--- src/rtl/rx_cfg_ctrl.sv ---
// Receive-configuration controller: host-written shadow config, committed to the
// live vector only between frames. Optional watchdog guarded by RX_CFG_WATCHDOG_EN.
module rx_cfg_ctrl #(
    parameter logic [15:0] MAX_FRAME_WORDS = 16'd1200,
    parameter logic [52:0] CFG_RESET       = 53'h0
) (
    input  logic        rxclk_in,
    input  logic        reset_n_in,
    input  logic [63:0] rxd64_in,
    input  logic [7:0]  rxc8_in,
    input  logic        host_wr_en,
    input  logic        host_addr,
    input  logic [31:0] host_wr_data,
    output logic        host_wr_ack,
    output logic [31:0] host_rd_data,
    output logic [52:0] cfgRxRegData_out,
    output logic        cfg_pending,
    output logic        in_frame,
    output logic        frame_timeout
);

    typedef enum logic [1:0] {IDLE, FRAME, GAP} state_t;

    state_t      state_q, state_d;
    logic [52:0] shadow_q, shadow_d;
    logic [52:0] live_q, live_d;
    logic        pending_q, pending_d;
    logic        ack_q;
    logic        commit;
    logic        start;
    logic        term;
    logic [7:0]  term_lane;

    assign start = rxc8_in[7] && (rxd64_in[63:56] == 8'hFB);

    for (genvar gi = 0; gi < 8; gi++) begin : g_term
        assign term_lane[gi] = rxc8_in[gi] && (rxd64_in[gi*8 +: 8] == 8'hFD);
    end
    assign term = |term_lane;

`ifdef RX_CFG_WATCHDOG_EN
    logic [15:0] cnt_q, cnt_d;
    logic        timeout_q, timeout_d;
`else
    logic        wd_param_unused;
    assign wd_param_unused = ^MAX_FRAME_WORDS;
`endif

    always_comb begin
        state_d   = state_q;
        shadow_d  = shadow_q;
        live_d    = live_q;
        pending_d = pending_q;
        commit    = 1'b0;
`ifdef RX_CFG_WATCHDOG_EN
        cnt_d     = cnt_q;
        timeout_d = 1'b0;
`endif
        case (state_q)
            IDLE: begin
                if (start) begin
                    state_d = FRAME;
`ifdef RX_CFG_WATCHDOG_EN
                    cnt_d   = 16'd0;
`endif
                end else if (pending_q) begin
                    commit = 1'b1;
                end
            end
            FRAME: begin
                if (term) begin
                    state_d = GAP;
`ifdef RX_CFG_WATCHDOG_EN
                end else if (cnt_q == MAX_FRAME_WORDS - 16'd1) begin
                    state_d   = IDLE;
                    timeout_d = 1'b1;
                    commit    = pending_q;
                end else if (cnt_q != 16'hFFFF) begin
                    cnt_d = cnt_q + 16'd1;
`endif
                end
            end
            GAP: begin
                if (start) begin
                    state_d = FRAME;
`ifdef RX_CFG_WATCHDOG_EN
                    cnt_d   = 16'd0;
`endif
                end else begin
                    state_d = IDLE;
                end
            end
            default: state_d = IDLE;
        endcase

        // Commit samples the pre-write shadow; a same-edge write keeps pending set.
        if (commit) begin
            live_d    = shadow_q;
            pending_d = 1'b0;
        end
        if (host_wr_en) begin
            if (host_addr) shadow_d[52:32] = host_wr_data[20:0];
            else           shadow_d[31:0]  = host_wr_data;
            pending_d = 1'b1;
        end
    end

    always_ff @(posedge rxclk_in or negedge reset_n_in) begin
        if (!reset_n_in) begin
            state_q   <= IDLE;
            shadow_q  <= CFG_RESET;
            live_q    <= CFG_RESET;
            pending_q <= 1'b0;
            ack_q     <= 1'b0;
        end else begin
            state_q   <= state_d;
            shadow_q  <= shadow_d;
            live_q    <= live_d;
            pending_q <= pending_d;
            ack_q     <= host_wr_en;
        end
    end

`ifdef RX_CFG_WATCHDOG_EN
    always_ff @(posedge rxclk_in or negedge reset_n_in) begin
        if (!reset_n_in) begin
            cnt_q     <= 16'd0;
            timeout_q <= 1'b0;
        end else begin
            cnt_q     <= cnt_d;
            timeout_q <= timeout_d;
        end
    end
    assign frame_timeout = timeout_q;
`else
    assign frame_timeout = 1'b0;
`endif

    assign host_wr_ack      = ack_q;
    assign host_rd_data     = host_addr ? {11'd0, shadow_q[52:32]} : shadow_q[31:0];
    assign cfgRxRegData_out = live_q;
    assign cfg_pending      = pending_q;
    assign in_frame         = (state_q == FRAME);

endmodule
--- config.mk ---
export PLATFORM = sky130hd
export DESIGN_NAME = rx_cfg_ctrl
export DESIGN_NICKNAME = d
export VERILOG_FILES = /design/src/rtl/rx_cfg_ctrl.sv
export SDC_FILE = /design/constraint.sdc
export NUM_CORES = 1
export LEC_CHECK = 0
export CAP_MARGIN = 20
export CORE_MARGIN = 4
export CORE_UTILIZATION = 35
export CTS_CLUSTER_SIZE = 16
export DETAILED_ROUTE_END_ITERATION = 10
export GPL_TIMING_DRIVEN = 0
export PLACE_DENSITY = 0.67
export SYNTH_ARGS = -nofsm -noshare
export SYNTH_HDL_FRONTEND = slang
export SYNTH_SLANG_ARGS = --single-unit
export TNS_END_PERCENT = 100
--- constraint.sdc ---
create_clock -name rxclk_in -period 1.92 [get_ports rxclk_in]
set_clock_uncertainty 0.1 [all_clocks]
set_input_delay 0.192 -clock rxclk_in [delete_from_list [all_inputs] [get_ports rxclk_in]]
set_output_delay 0.192 -clock rxclk_in [all_outputs]
set_load 0.005 [all_outputs]
==> results.md, run 1 <==
- CTS tree: built
- Req. time, crit path: between 2000 and 2500 ps
- Synthesized area per cell: roughly 16 µm²
- Hold Violations, Final: 0
- PwrDens: 1240 nW/µm²
- Hold_ws: 238 ps
- CTS root buf: clkbuf_16
- MaxCap Viol Count: 0
- Post-DRT Antenna Nets: 0
- Antenna violations before repair: 0
- # clock sinks: 110
- Fin crit period: between 1500 and 2000 ps
- Synth Area in Adders: 0%
- Clk slew on worst S/H paths: 70 ps
- Clock Tree Buf Depth: 2
- Max Clk Rate: 534 MHz
- Setup crit start kind: primary input
- Critical Path Fanout Max: 10
- Int Pwr: 0.00685 W
- Yosys top cell area share: 56.5%
- Clock latency on the worst-skew pair: 340 ps
- DRT Wirelength: between 10 and 15 mm
- Via density per instance: 4.73
- Pre-antenna DRT Iters: 4
- Multi-input gate area in the final layout: 1970 µm²
- Worst Tran Pin Value: 733 ps
- Max Slew Vio Count: 0
- Slew HR: 51.1%
- Register area: 2750 µm²
- Synth Cell Area: 4870 µm²
- Mux share of post-synthesis cell area: between 30% and 40%
- CTS Buf Count: 9
- Gr usage total: 16.3%
- Area overhead of the layout relative to synthesis: 53.2%
- Worst reg2reg setup slack: 90 ps
- Most frequent cells in the layout: clkdlybuf4s50_1 (192), dfrtp_1 (110), mux2_2 (75), mux2_4 (50), nand2_1 (15)
- Arr. time, crit path: 2010 ps
- Commonest non-fill, non-tap cell in the layout: clkdlybuf4s50_1
- CP endpoint kind: flip-flop
- Total Power: just over 0.009 W
- Fill cells: 1164
- Simple-Gate Fraction of Synth Area: 6.17%
- Die height: 126 µm
- Switching pwr: 0.00241 W
- Total gr overflow: 0
- Yosys reg bits: 110
- Floorplan row count: 42
- XOR/XNOR share of the synthesized area: 0%
- HP Class: primary input to flip-flop
- Netlist cell types: 24
- Largest family of logic cells by synthesized area: multiplexers
- Syn nets: 419
- Period utilisation layout: approximately 98%
- Share of layout cells above drive strength 1: 30.9%
- Net Sw Frac: 26.0%
- Combinational fraction of design power: 41.4%
- Vias in the first global route: 3784
- Syn Inst Count: a little over 300
- Max H-tree Level: 3
- Synth area leaders: dfrtp_1 (57%), mux2_2 (17%), mux2_4 (15%), buf_12 (2.1%), nor2b_1 (1.5%)
- Starting density of the core: 36.2%
- Sequential share of power: a little under two fifths
- DRC Markers: 0
- Port Buffers: 194
- Largest net degree at the start of global routing: 60
- Post-Route Utilization: between 50 and 60%
- Worst vdd ir: 0.620 mV
- DP Wirelength: 9.74 mm
- Post-DR wirelength/cell: 18.3 µm
- Horiz. Die Dim: 126 µm
- Via count: 3318
- Nets: 628
- Clock network fraction of total power: 20.2%
- Compound-Gate Fraction of Synth Area: less than 1%
- Register area share after synthesis: between 50% and 60%
- Leak Pwr: 3.20 nW
- Die Footprint: 15900 µm²
- Cell taking the most area after synthesis: dfrtp_1
- Global-route wire length before repair: 20.4 mm
- DR iter-0 viols: 88
- Status: complete, no violations
- Kind of critical path: primary input to flip-flop
- I/O Pins: 197
- Core area: 13500 µm²
- Final setup vio count: 0
- Routability Congestion: 0.791
- Antenna fix cells: 0
- Yosys warns: 0
==> critical path, cell delays in order <==
cell             delay [ps]
clkdlybuf4s50_1         440
nand4_4                 130
nor4b_4                  70
or4b_4                  530
buf_12                  180
buf_12                  150
mux2_4                  300
==> power groups by stage <==
| stage | Clock, W | Combinational (W) | Sequential, W |
|---|---|---|---|
| after floorplan | 0 | 0.00180 | 0.00354 |
| after CTS | 0.00193 | 0.00383 | 0.00356 |
| after global placement | 0 | 0.00377 | 0.00356 |
| after detailed placement | 0 | 0.00381 | 0.00359 |
| final | 0.00187 | 0.00383 | 0.00356 |
| after global routing | 0.00202 | 0.00405 | 0.00366 |
==> logic make-up after synthesis <==
family                 Yosys count
AO/OA/AOI/OAI                    3
flip-flops                     110
AND/OR/NAND/NOR                 50
other                            1
multiplexers                   127
buffers and inverters           20
==> cells in the mapped netlist (all sizes together) <==
cell type    n
mux2       127
dfrtp      110
nand2       15
nor2b       12
buf         10
nand4        8
nor4         8
clkbuf       7
inv          3
nand2b       2
or4          2
conb         1
nand3        1
nor4b        1
o21a         1
o31ai        1
o32ai        1
or4b         1
==> worst paths after layout <==
check                                                start                               end  cells after the start
max                                           rxd64_in[62]  cfgRxRegData_out[15]$_DFFE_PN0P_                      7
min                                              host_addr          shadow_q[51]$_DFFE_PN0P_                      3
max reg2reg                         state_q[0]$_DFFE_PN0P_  cfgRxRegData_out[15]$_DFFE_PN0P_                      4
min reg2reg                cfgRxRegData_out[8]$_DFFE_PN0P_   cfgRxRegData_out[8]$_DFFE_PN0P_                      1
max in group asynchronous                       reset_n_in  cfgRxRegData_out[20]$_DFFE_PN0P_                      3
min in group asynchronous                       reset_n_in   cfgRxRegData_out[3]$_DFFE_PN0P_                      2
==> final cells by class <==
| type | instances | area share [%] |
|---|---|---|
| clock buffer | 13 | 3.76 |
| tap | 176 | 2.95 |
| clock inverter | 3 | 0.336 |
| sequential | 110 | 36.9 |
| timing repair buffer | 198 | 27.0 |
| multi-input combinational | 181 | 26.4 |
| inverter | 3 | 0.151 |
| buffer | 17 | 2.55 |
==> per-layer routing <==
| layer | global-route usage, % | vias up | routed length [µm] |
|---|---|---|---|
| met1 | 19.0 | 1631 | 5100 |
| met2 | 28.2 | 143 | 6440 |
| met5 | 0 | - | 0 |
| li1 | - | 1529 | - |
| met4 | 4.42 | 0 | 186 |
| met3 | 6.35 | 15 | 1090 |
==> metrics by stage <==
step | setup WS, ps | setup TNS, ps | cells | cell area (µm²)
global placement | -3640 | -436560 | 681 | 7030
floorplan | 189 | 0 | 311 | 4870
CTS | 23.0 | 0 | 699 | 7400
finish | 46.5 | 0 | 701 | 7460
detailed placement | -483 | -40580 | 682 | 7060
global route | -12.2 | -51.0 | 701 | 7460
==> registers in the layout, summed over array words and instances (netlist names) <==
signal            cells
host_wr_ack           1
state_q               2
cfg_pending           1
cfgRxRegData_out     53
shadow_q             53
==> timing repair <==
action,in CTS,in global routing
endpoints found under the hold margin,51,0
buffers inserted,0,1
gates cloned,0,1
endpoints found under the setup margin,70,50
hold buffers,1,0
resized for setup,8,5
pin swaps,1,2
Power figures use the tool's default switching activity.
==> inputs of run 2 (changes only) <==
--- a/config.mk
+++ b/config.mk
@@ -11,7 +11,7 @@
 export CTS_CLUSTER_SIZE = 16
 export DETAILED_ROUTE_END_ITERATION = 10
 export GPL_TIMING_DRIVEN = 0
-export PLACE_DENSITY = 0.67
+export PLACE_DENSITY_LB_ADDON = 0.12
 export SYNTH_ARGS = -nofsm -noshare
 export SYNTH_HDL_FRONTEND = slang
 export SYNTH_SLANG_ARGS = --single-unit
==> results.md, run 2 (synthesized netlist as in run 1, its figures left out) <==
- Status: complete, no violations
- Kind of critical path: primary input to flip-flop
- Switching pwr: 0.00240 W
- Via density per instance: between 4 and 5
- Worst vdd ir: 0.583 mV
- Clk slew on worst S/H paths: about 70 ps
- Design area: ~7400 µm²
- Hold Violations, Final: 0
- Max H-tree Level: 3
- CP endpoint kind: flip-flop
- Clock Tree Buf Depth: 2
- Max incr delay on CP: 490 ps
- Pre-antenna DRT Iters: 4
- DR iter-0 viols: 132
- Post-DRT Antenna Nets: 0
- HP Class: primary input to flip-flop
- Period utilisation layout: 95.4%
- # clock sinks: 110
- CTS Buf Count: 9
- Unrepaired setup endpoints after global routing: false
- Sequential share of power: 38.7%
- Nets: 626
- Critical Path Fanout Max: 10
- CTS root buf: clkbuf_16
- Combinational fraction of design power: 40.7%
- Slew HR: 48.0%
- Total Power: 0.00919 W
- CP max-delay cell: clkdlybuf4s50_1
- Total gr overflow: 0
- Share of layout cells above drive strength 1: between 30% and 40%
- Setup crit start kind: primary input
- CTS tree: built
- Arr. time, crit path: around 2000 ps
- Commonest non-fill, non-tap cell in the layout: clkdlybuf4s50_1
- Max Slew Vio Count: 0
- Horiz. Die Dim: between 100 and 150 µm
- Floorplan row count: 42
- Critical path, cell by cell: clkdlybuf4s50_1 > nand3_2 > nor4b_4 > or4b_1 > buf_6 > buf_12 > mux2_4
- Global-route wire length before repair: 19.6 mm
- Placed inst area: 7060 µm²
- Vias in the first global route: 3693
- Most frequent cells in the layout: clkdlybuf4s50_1 (193), dfrtp_1 (110), mux2_2 (75), mux2_4 (50), nand2_1 (15)
- Setup TNS: 0 ps
- Via count: 3298
- Starting density of the core: 36.2%
- Post-DR wirelength/cell: 18.1 µm
- I/O Pins: 197
- Worst Tran Pin Value: 780 ps
- Antenna violations before repair: 0
- Net Sw Frac: 26.1%
- DRC Markers: 0
- Fin crit period: ~1800 ps
- Max Clk Rate: 546 MHz
- Req. time, crit path: 2050 ps
- Area overhead of the layout relative to synthesis: 51.6%
- DRT Wirelength: 12.6 mm
- DP Wirelength: 9.49 mm
- Clock latency on the worst-skew pair: 340 ps
- PwrDens: ~1200 nW/µm²
- Gr usage total: 15.9%
- MaxCap Viol Count: 0
- Int Pwr: just under 0.007 W
- Core area: 13500 µm²
- Leak Pwr: between 3 and 4 nW
- Clock network fraction of total power: 20.5%
- Port Buffers: 194
- Antenna fix cells: 0
- Final setup vio count: 0
- Die Footprint: 15900 µm²
- Routability Congestion: approximately 0.74
- Largest net degree at the start of global routing: 67
- Die height: 126 µm
run 2: metal layers:
layer / wire length (µm) / vias up / share of wire [%] / GRT usage (%)
li1: - / 1525 / - / -
met1: 5120 / 1620 / 41 / 18.6
met2: 6280 / 141 / 50 / 27.4
met3: 987 / 12 / 7.8 / 5.12
met4: 223 / 0 / 1.8 / 5.87
met5: 0 / - / 0 / 0
run 2: power groups by stage:
stage / Sequential [W] / Combinational, W / Clock (W)
after CTS: 0.00357 / 0.00383 / 0.00194
after global routing: 0.00368 / 0.00397 / 0.00202
final: 0.00356 / 0.00374 / 0.00189
after floorplan: 0.00354 / 0.00180 / 0
after detailed placement: 0.00360 / 0.00381 / 0
after global placement: 0.00358 / 0.00377 / 0
run 2: layout make-up:
class                   count  area [µm²]
plain buffers              17         169
clock buffers              10         239
clock inverters             5        60.1
fillers                  1176        6070
inverters                   3        11.3
multi-input cells         181        1950
flip-flops and latches    110        2750
well taps                 176         220
repair buffers            196        1980
run 2: path summary, 6_finish.rpt:
check	startpoint	endpoint	slack (ps)	depth (start not counted)
setup / recovery	rxd64_in[56]	cfgRxRegData_out[39]$_DFFE_PN0P_	90	7
hold / removal	host_addr	shadow_q[51]$_DFFE_PN0P_	240	3
setup reg to reg	state_q[0]$_DFFE_PN0P_	cfgRxRegData_out[39]$_DFFE_PN0P_	110	4
hold reg to reg	cfgRxRegData_out[0]$_DFFE_PN0P_	cfgRxRegData_out[0]$_DFFE_PN0P_	410	1
max in group asynchronous	reset_n_in	cfgRxRegData_out[29]$_DFFE_PN0P_	690	3
min in group asynchronous	reset_n_in	cfgRxRegData_out[10]$_DFFE_PN0P_	300	2
run 2: per-stage QoR:
| stage | utilization (%) | hold WS, ps | setup WS [ps] | cells |
|---|---|---|---|---|
| after floorplan | - | -204 | 189 | 311 |
| after global placement | 52.3 | 391 | -3770 | 681 |
| after detailed placement | 52.5 | 145 | -439 | 682 |
| after CTS | 54.9 | 237 | 31.6 | 698 |
| after global routing | 54.9 | 264 | 3.94 | 698 |
| final | 54.9 | 238 | 88.5 | 698 |
run 2: what timing repair did:
item | in CTS | in global routing
resized for setup | 6 | 0
endpoints found under the hold margin | 44 | 0
endpoints found under the setup margin | 49 | 48
pin swaps | 0 | 1
buffers inserted | 0 | 0
gates cloned | 0 | 0
hold buffers | 1 | 0
run 2: critical path, delay by kind of cell:
family	cells	cell delay (ps)
buffers and inverters	3	850
muxes	1	310
and+or+nand+nor	3	610
==> inputs of run 3 (changes only) <==
--- a/config.mk
+++ b/config.mk
@@ -12,6 +12,7 @@
 export DETAILED_ROUTE_END_ITERATION = 10
 export GPL_TIMING_DRIVEN = 0
 export PLACE_DENSITY_LB_ADDON = 0.12
+export SETUP_SLACK_MARGIN = 0.5
 export SYNTH_ARGS = -nofsm -noshare
 export SYNTH_HDL_FRONTEND = slang
 export SYNTH_SLANG_ARGS = --single-unit
==> results.md, run 3 (synthesized netlist as in run 1, its figures left out) <==
- Total Power: 0.00939 W
- Req. time, crit path: 2050 ps
- Largest net degree at the start of global routing: 57
- RR Endpoint: cfgRxRegData_out[27]$_DFFE_PN0P_
- MaxCap Viol Count: 0
- Via count: 3576
- Routability Congestion: 0.790
- Slew HR: 65.4%
- Commonest non-fill, non-tap cell in the layout: dfrtp_1
- Placed inst area: 7060 µm²
- DP Wirelength: 9.47 mm
- CTS Buf Count: 9
- Clock Tree Buf Depth: 2
- Fin crit period: roughly 1800 ps
- Starting density of the core: 36.2%
- Design area: roughly 8000 µm²
- Hold Path Origin: host_wr_en
- Clk slew on worst S/H paths: 70 ps
- Post-DRT Antenna Nets: 0
- I/O Pins: 197
- Post-DR wirelength/cell: 17.5 µm
- RR Startpoint: state_q[1]$_DFFE_PN0P_
- Floorplan row count: 42
- Most frequent cells in the layout: dfrtp_1 (110), clkdlybuf4s50_1 (96), buf_4 (74), mux2_4 (64), mux2_2 (61)
- Gr usage total: 17.0%
- WHS Endpoint: host_wr_ack$_DFF_PN0_
- Period utilisation layout: 92.9%
- CTS root buf: clkbuf_16
- # clock sinks: 110
- Unrepaired setup endpoints after global routing: true
- Max Clk Rate: 561 MHz
- CP endpoint kind: flip-flop
- Setup crit start kind: flip-flop
- PwrDens: 1180 nW/µm²
- Nets: 698
- Leak Pwr: 3.79 nW
- Setup ws final: 137 ps
- Share of layout cells above drive strength 1: 44.2%
- Max H-tree Level: 3
- Worst Tran Pin Value: 519 ps
- Final setup vio count: 0
- Total gr overflow: 0
- Area overhead of the layout relative to synthesis: 63.7%
- Pre-antenna DRT Iters: 4
- Status: complete, no violations
- Port Buffers: 194
- Antenna fix cells: 0
- Die Footprint: 15900 µm²
- Clock latency on the worst-skew pair: about 340 ps
- Critical Path Fanout Max: 10
- CTS tree: built
- DRT Wirelength: 13.5 mm
- Arr. time, crit path: 1920 ps
- HP Class: primary input to flip-flop
- Hold Violations, Final: 0
- Setup crit start: state_q[1]$_DFFE_PN0P_
- Global-route wire length before repair: 20.8 mm
- Max Slew Vio Count: 0
- DRC Markers: 0
- Worst reg2reg setup slack: around 140 ps
- Horiz. Die Dim: around 130 µm
- Post-Route Utilization: about three fifths
- DR iter-0 viols: 133
- Via density per instance: 4.64
- Kind of critical path: flip-flop to flip-flop
- Core area: 13500 µm²
- Vias in the first global route: 3994
- Cells on Worst Hold Path: 1
- Worst vdd ir: ~0.48 mV
- Antenna violations before repair: 0
- Place WS: -459 ps
- Worst r2r path cells: 4
- Die height: 126 µm
## run 3: changes by cell type in the layout (fill, tap and decap cells not counted), moves of 14 or more
cell             delta
clkdlybuf4s50_1    -97
clkbuf_2           +15
dlygate4sd2_1      +57
mux2_4             +14
buf_4              +72
mux2_2             -14
## run 3: worst max-delay path by stage
stage | cells after the start | slack (ps) | end
3_3_place_gp | 1 | -3810 | cfgRxRegData_out[25]$_DFFE_PN0P_
6_report | 4 | 140 | cfgRxRegData_out[27]$_DFFE_PN0P_
2_1_floorplan | 4 | 200 | cfgRxRegData_out[10]$_DFFE_PN0P_
4_1_cts | 4 | 150 | cfgRxRegData_out[3]$_DFFE_PN0P_
5_1_grt | 4 | 110 | cfgRxRegData_out[3]$_DFFE_PN0P_
3_5_place_dp | 4 | -460 | host_rd_data[9]
## run 3: power by group
part           switching [W]  internal [W]
Clock               0.000839       0.00105
Sequential          0.000401       0.00307
Combinational        0.00129       0.00274
Total                0.00253       0.00686
## run 3: worst max-delay path, cell delays in order (launching register included)
cell	delay, ps
dfrtp_1	380
or4b_4	550
buf_12	170
buf_12	150
mux2_4	300
## run 3: final cells by class
class | count | area, µm²
Sequential cell | 110 | 2750
Timing Repair Buffer | 268 | 2430
Buffer | 17 | 211
Clock inverter | 5 | 58.8
Tap cell | 176 | 220
Fill cell | 1161 | 5480
Inverter | 3 | 11.3
Clock buffer | 11 | 243
Multi-Input combinational cell | 181 | 2050
## run 3: routing by layer
layer  vias to the layer above  global-route usage [%]  share of wire [%]
met5                         -                       0                  0
met4                         0                    5.74                1.4
met3                        12                    5.63                7.1
met2                       132                    30.3                 52
met1                      1755                    19.0                 39
li1                       1677                       -                  -
## run 3: timing repair
action | CTS | global route
gates resized for setup | 140 | 67
cloned | 1 | 0
pin swaps | 2 | 7
endpoints found under the hold margin | 54 | 0
hold buffers | 1 | 0
setup endpoints to repair | 195 | 82
buffers inserted | 56 | 15
## run 3: metrics by stage
step	setup TNS (ps)	hold slack (ps)	std cells
after floorplan	0	-204	311
after global placement	-450990	384	681
after detailed placement	-34710	96.6	682
after CTS	0	93.7	756
after global routing	0	83.7	771
final	0	106	771
